## config.mk

```make
export PLATFORM = sky130hd
export DESIGN_NAME = bit_scan_seq
export DESIGN_NICKNAME = d
export VERILOG_FILES = /design/src/rtl/bit_scan_seq.sv
export SDC_FILE = /design/constraint.sdc
export NUM_CORES = 1
export LEC_CHECK = 0
export ABC_CLOCK_PERIOD_IN_PS = 3000
export CAP_MARGIN = 10
export CELL_PAD_IN_SITES_DETAIL_PLACEMENT = 1
export CELL_PAD_IN_SITES_GLOBAL_PLACEMENT = 1
export CORE_ASPECT_RATIO = 0.8
export CORE_MARGIN = 2
export CORE_UTILIZATION = 38
export CTS_CLUSTER_SIZE = 16
export DETAILED_ROUTE_END_ITERATION = 16
export PLACE_DENSITY_LB_ADDON = 0.1
export SLEW_MARGIN = 20
export SYNTH_ARGS = -nofsm -noshare
export SYNTH_HDL_FRONTEND = slang
export SYNTH_SLANG_ARGS = --single-unit
```

## constraint.sdc

```tcl
create_clock -name clk -period 3 [get_ports clk]
set_input_delay 0.45 -clock clk [delete_from_list [all_inputs] [get_ports clk]]
set_output_delay 0.45 -clock clk [all_outputs]
set_load 0.05 [all_outputs]
```

## src/rtl/bit_scan_seq.sv

```systemverilog
// bit_scan_seq
//   Accepts one WIDTH-bit word and emits one beat per set bit, most
//   significant first. Each beat carries the bit index, the beat number
//   within the word, and a last flag. An all-zero word still produces one
//   beat, with pos_out = WIDTH and out_last = 1.
//
// Parameters
//   WIDTH     input word width
//   POS_W     width of pos_out / out_idx; needs room for the value WIDTH,
//             so it must be at least clog2(WIDTH)+1
//
// Ports
//   clk       rising-edge clock
//   rst       asynchronous active-high reset
//   in_valid  data_in holds a word to scan
//   in_ready  block can accept a word (IDLE, and not in the cycle right
//             after reset)
//   data_in   word to enumerate
//   out_valid pos_out / out_idx / out_last are valid (SCAN)
//   out_ready consumer accepts the current beat
//   pos_out   bit index of the current beat (WIDTH for an empty word)
//   out_idx   0-based beat number within the current word
//   out_last  current beat is the final beat of the word
module bit_scan_seq #(
    parameter int WIDTH = 32,
    parameter int POS_W = 6
) (
    input  logic             clk,
    input  logic             rst,
    input  logic             in_valid,
    output logic             in_ready,
    input  logic [WIDTH-1:0] data_in,
    output logic             out_valid,
    input  logic             out_ready,
    output logic [POS_W-1:0] pos_out,
    output logic [POS_W-1:0] out_idx,
    output logic             out_last
);

    typedef enum logic {
        IDLE = 1'b0,
        SCAN = 1'b1
    } state_t;

    state_t           state;
    state_t           state_next;
    logic [WIDTH-1:0] work_reg;
    logic [WIDTH-1:0] msb_onehot;
    logic [POS_W-1:0] msb_pos;
    logic [POS_W-1:0] idx_reg;
    logic             running;
    logic             rest_zero;
    logic             accept;
    logic             beat_fire;

    // Priority encoder on the working register. The loop walks upward, so
    // the highest set bit is the one that wins. With no bit set, the
    // position is WIDTH and the one-hot mask is empty.
    always_comb begin
        msb_pos    = POS_W'(WIDTH);
        msb_onehot = '0;
        for (int i = 0; i < WIDTH; i++) begin
            if (work_reg[i]) begin
                msb_pos       = POS_W'(i);
                msb_onehot    = '0;
                msb_onehot[i] = 1'b1;
            end
        end
    end

    // The current beat is the last one when nothing remains after its bit
    // is cleared. This also covers an empty word, which has a single beat.
    assign rest_zero = ((work_reg & ~msb_onehot) == '0);

    // State register.
    always_ff @(posedge clk or posedge rst) begin
        if (rst) begin
            state <= IDLE;
        end else begin
            state <= state_next;
        end
    end

    // Next state and outputs. The beat fields are forced to zero outside
    // SCAN, so the consumer never sees stale data while out_valid is low.
    always_comb begin
        state_next = state;
        in_ready   = 1'b0;
        out_valid  = 1'b0;
        pos_out    = '0;
        out_idx    = '0;
        out_last   = 1'b0;
        accept     = 1'b0;
        beat_fire  = 1'b0;
        case (state)
            IDLE: begin
                in_ready = running;
                accept   = in_valid && running;
                if (accept) begin
                    state_next = SCAN;
                end
            end
            SCAN: begin
                out_valid = 1'b1;
                pos_out   = msb_pos;
                out_idx   = idx_reg;
                out_last  = rest_zero;
                beat_fire = out_ready;
                if (out_ready && rest_zero) begin
                    state_next = IDLE;
                end
            end
            default: state_next = IDLE;
        endcase
    end

    // Datapath registers. 'running' holds in_ready low until the first
    // clock edge after reset is released. The working register loses the
    // reported bit on each handshake. Without a handshake, nothing here
    // changes, so the beat stays stable while the consumer stalls.
    always_ff @(posedge clk or posedge rst) begin
        if (rst) begin
            work_reg <= '0;
            idx_reg  <= '0;
            running  <= 1'b0;
        end else begin
            running <= 1'b1;
            if (accept) begin
                work_reg <= data_in;
                idx_reg  <= '0;
            end else if (beat_fire) begin
                work_reg <= work_reg & ~msb_onehot;
                idx_reg  <= idx_reg + POS_W'(1);
            end
        end
    end

endmodule
```

## Word-level counts from Yosys, hierarchy flattened

Index checks and enable logic that the tools add are counted.

| word-level totals | value |
|---|---|
| register bits | 40 |
| input port bits | 36 |
| output and inout bits | 15 |
| word-level logic and storage cells | 90 |

| operators by class | value |
|---|---|
| add/subtract/negate cells | 1 |
| mux-type cells | 78 |
| bitwise gates (word level) | 3 |
| reduce and logical (&&, ||, !) cells | 4 |

Operator list:

| operator | count |
|---|---|
| two-way mux 32 bit | 33 |
| two-way mux 6 bit | 36 |
| AND 32 bit | 1 |
| logical NOT 32 bit | 1 |
| inverter 32 bit | 1 |
| two-way mux 1 bit | 8 |
| adder 6 x 1 -> 6 bit (second input constant) | 1 |
| logical AND 1 bit | 2 |
| case mux 1 bit (2 select lines) | 1 |
| nonzero test 2 bit | 1 |
| inverter 1 bit | 1 |

## Longest topological paths before layout

| logic depth | value |
|---|---|
| depth in word-level cells | 38 |
| depth in mapped cells | 8 |

## Worst setup path before layout

No wires, ideal clock.

| timing path | value |
|---|---|
| path type | reg2out |
| start point | register work_reg[12] |
| end point | output port pos_out[5] |
| arrival time | 2.845 ns |
| required time | 2.550 ns |
| path slack | -0.295 ns |
| stages on the path, launching flop included | 5 |
| buffers on the path | 0 |
| cells stage by stage | dfrtp_1 > or4_4 > or2_4 > or4_4 > nor3_1 |

| on the way | value |
|---|---|
| longest elaborated chain between the ends | 21 |

RTL lines:

| element | RTL line | RTL |
|---|---|---|
| from (decl) | 47 | `logic [WIDTH-1:0] work_reg;` |
| from (signal assigned) | 129 | `work_reg <= data_in;` |
| from (signal assigned) | 132 | `work_reg <= work_reg & ~msb_onehot;` |
| two-way mux 6 bit (20 in a row) | 63 | `if (work_reg[i]) begin` |
| two-way mux 6 bit | 95 | `case (state)` |
| to (decl) | 35 | `output logic [POS_W-1:0] pos_out,` |

No other way between the ends.

## Worst setup path after layout

| timing path | value |
|---|---|
| start point | register work_reg[14] |
| end point | output port out_last |

| on the way | value |
|---|---|
| longest elaborated chain between the ends | 22 |

RTL lines:

| element | RTL line | RTL |
|---|---|---|
| two-way mux 32 bit (18 in a row) | 63 |  |
| inverter 32 bit | 73 | `assign rest_zero = ((work_reg & ~msb_onehot) == '0);` |
| AND 32 bit * | 73 |  |
| logical NOT 32 bit * | 73 |  |
| two-way mux 1 bit * | 95 |  |
| to (decl) | 37 | `output logic out_last` |

Mark *: on every way between the ends. The rest lies on a longest branch, timed or not.

==> summary.md <==
| Metric | Value |
|---|---|
| Pwr/cell area | between 1000 and 1500 mW/mm^2 |
| Setup-failing EPs final | 1 |
| Hold EP | idx_reg[5] |
| Skew-Pair Late Insertion Delay | 0.30 ns |
| Vias in the first global route | 2802 |
| Synth cell count leaders | nand2_1 (50), dfrtp_1 (40), o21ai_0 (30) |
| Synthesized area | 0.00249 sq mm |
| First-pass GRT wire length | 14.4 mm |
| Final Critical Period | 3.34 ns |
| Non-filler instance count after layout | 475 |
| DRC errors left | 0 |
| Longest Clk Path Bufs | 2 |
| Clk slew on worst S/H paths | 0.08 ns |
| Violated checks | negative setup slack |
| Top cell type's share of synthesized area | 40.2% |
| Die area | 0.00723 sq mm |
| Worst vdd ir | between 0.0008 and 0.0009 V |
| ANT cells | 0 |
| Avg Vias per Cell | 5.71 |
| Tot GR Track Use | 25.6% |
| DIE WIDTH | 94.5 microns |
| CP Max Fanout | 5 |
| Max cap viols | 0 |
| Sequential area share after synthesis | 40.2% |
| Synth warn | 0 |
| Post-route ant nets | 0 |
| Multi-input gate area | 0.00145 sq mm |
| Area leader, netlist | dfrtp_1 |
| Layout cell share with drive strength beyond 1 | between 20 and 25% |
| Hold_buf cts | 0 |
| FP Rows | 26 |
| Worst Setup End Kind | output port |
| Iteration-0 DRC Markers | 110 |
| Final clock period utilization by the worst path | 111% |
| Top Ports | 51 |
| Fillcell total | about 770 |
| Library cells used by synthesis | about 50 |
| Cells on Worst Hold Path | 2 |
| Die height | 76.4 microns |
| Busiest grt layer | met2 |
| Placer Congestion | just over 0.9 |
| CTS Sinks | 40 |
| Clk_skew | 0.00822 ns |
| GR Util met3 | 3.66% |
| Yosys reg bits | 40 |
| Min-Delay Path Class | reg -> reg |
| R2r endpoint | work_reg[0] |
| Post-synth ARST share | 100% |
| Clock tree from TritonCTS | done |
| Hold path start | idx_reg[5] |
| Initial antenna violation count | 0 |
| DP Wirelength | 6.13 mm |
| Main synth FF type | dfrtp_1 |
| Area delta synth->final | 45.0% |
| Top post-synthesis cells by area | dfrtp_1 (40%), a22o_1 (8.1%), nand2_1 (7.5%) |
| Fmax | about 300 MHz |
| Slew Viols, Final | 0 |
| Met1 Resource Use GR | 36.0% |
| Gate Count Post-Synth | 300 |
| Setup CP Type | reg -> out |
| Required @ worst endpoint | 2.55 ns |
| EDFF count, synth | 0 |
| CTS root buf | clkbuf_8 |
| WL/cell | ~19 microns |
| Grt ovf | 0 |
| Met2 capacity usage during global routing | 40.9% |
| Worst slew pin tran | roughly 0.6 ns |
| Hold Violations, Final | 0 |
| Total number of vias | 2712 |
| Setup slack, reg-to-reg | roughly 0.42 ns |
| Slew HR | slightly below 60% |
| RSZ-0062 raised after global routing | true |
| Final setup margin | -0.338 ns |
| H-tree depth | 2 |
| Most frequent cell after synthesis | nand2_1 |
| Critical Path AT | 2.89 ns |
| Buffers on Ports | 50 |
| Core area | 0.00638 sq mm |
| Worst R2R Start | work_reg[14] |
| Final WL | just under 9 mm |
| Mapped Nets | between 300 and 400 |
| Largest net degree at the start of global routing | 43 |
| Fin nets | 427 |
| Cts bufs inserted | 5 |
| Synthesized area per cell | between 8 and 9 sq um |
| R2R depth | 7 |
| Leakage | 1.61 nW |
| CP startpoint kind | register |
| Initial Utilization | 39.1% |
| Sequential Area | 0.00100 sq mm |
| Cell count after placement | 459 |
| Max reg flops | 32 |
| Outcome | complete, but fails checks |
| Final TNS setup | -0.338 ns |
| TritonRoute pass-1 iters | 4 |
worst max-delay path by stage:
stage | start | to | slack [ns] | cells past startpoint
after floorplan | work_reg[12] | out_last | 0.03 | 7
after global placement | work_reg[12] | out_last | 0.002 | 8
after detailed placement | work_reg[12] | out_last | -0.13 | 8
after CTS | work_reg[11] | out_last | -0.31 | 8
after global routing | work_reg[14] | out_last | -0.43 | 8
final | work_reg[14] | out_last | -0.34 | 8
cell type report:
type	count	share of cell area [%]
multi-input combinational	235	40.0
sequential	40	27.8
timing repair buffer	101	25.5
tap	84	2.91
clock buffer	5	1.90
clock inverter	3	1.18
inverter	7	0.727
worst max-delay path, stage by stage (launching register included):
cell      delay [ns]
dfrtp_1         0.38
or4_4           0.53
or2_4           0.29
or3_4           0.33
maj3_2          0.31
o22ai_2         0.11
and4bb_1        0.25
and4_4          0.25
buf_12          0.14
power breakdown:
part           internal (mW)  switching, mW  total (mW)
Sequential             0.704          0.216       0.920
Combinational           1.46           1.86        3.32
Clock                  0.246          0.206       0.453
per-layer routing:
layer / part of all wire, % / vias up
met5: 0 / -
met4: 1.3 / 0
met3: 3.8 / 9
met2: 47 / 60
met1: 48 / 1371
li1: - / 1272
what timing repair did:
action,CTS,global route
buffers inserted,5,3
setup endpoints to repair,4,3
pin swaps,8,4
endpoints found under the hold margin,0,0
resized for setup,8,4
through the flow:
step / worst slack [ns] / util [%] / power, mW / area [sq um] / hold WS (ns)
2_1_floorplan: 0.0349 / - / 2.69 / 2500 / 0.497
3_5_place_dp: -0.129 / 53.3 / 3.98 / 3400 / 0.532
6_report: -0.338 / 56.7 / 4.70 / 3610 / 0.548
5_1_grt: -0.429 / 56.7 / 4.99 / 3610 / 0.599
4_1_cts: -0.310 / 56.1 / 4.58 / 3580 / 0.552
3_3_place_gp: 0.00245 / 53.3 / 3.90 / 3400 / 0.519
cells in the final DEF, fill, tap and decap left out, types with 4 or more instances in the layout:
cell	Yosys	layout
nor2_1	23	23
buf_4	0	51
nand3_1	6	6
or2_2	4	4
buf_12	0	4
o22ai_1	5	4
inv_1	7	7
nand4_1	4	4
and2_1	9	9
o21ai_0	30	30
clkbuf_8	0	5
nand2_1	50	50
nor4_1	5	4
nor3_1	8	7
dfrtp_1	40	38
a22o_1	23	23
a21oi_1	13	13
xor2_1	4	4
clkdlybuf4s50_1	0	44
cell families after synthesis:
kind of cell,count (synthesis),share of synthesized area [%]
simple gates,131,27.3
compound gates,95,25.4
flops,40,40.2
buf+inv,25,3.82
xor+xnor,4,1.41
fa+ha+maj,4,1.76
other cells,1,0.150
(Power assumes the default switching activity.)
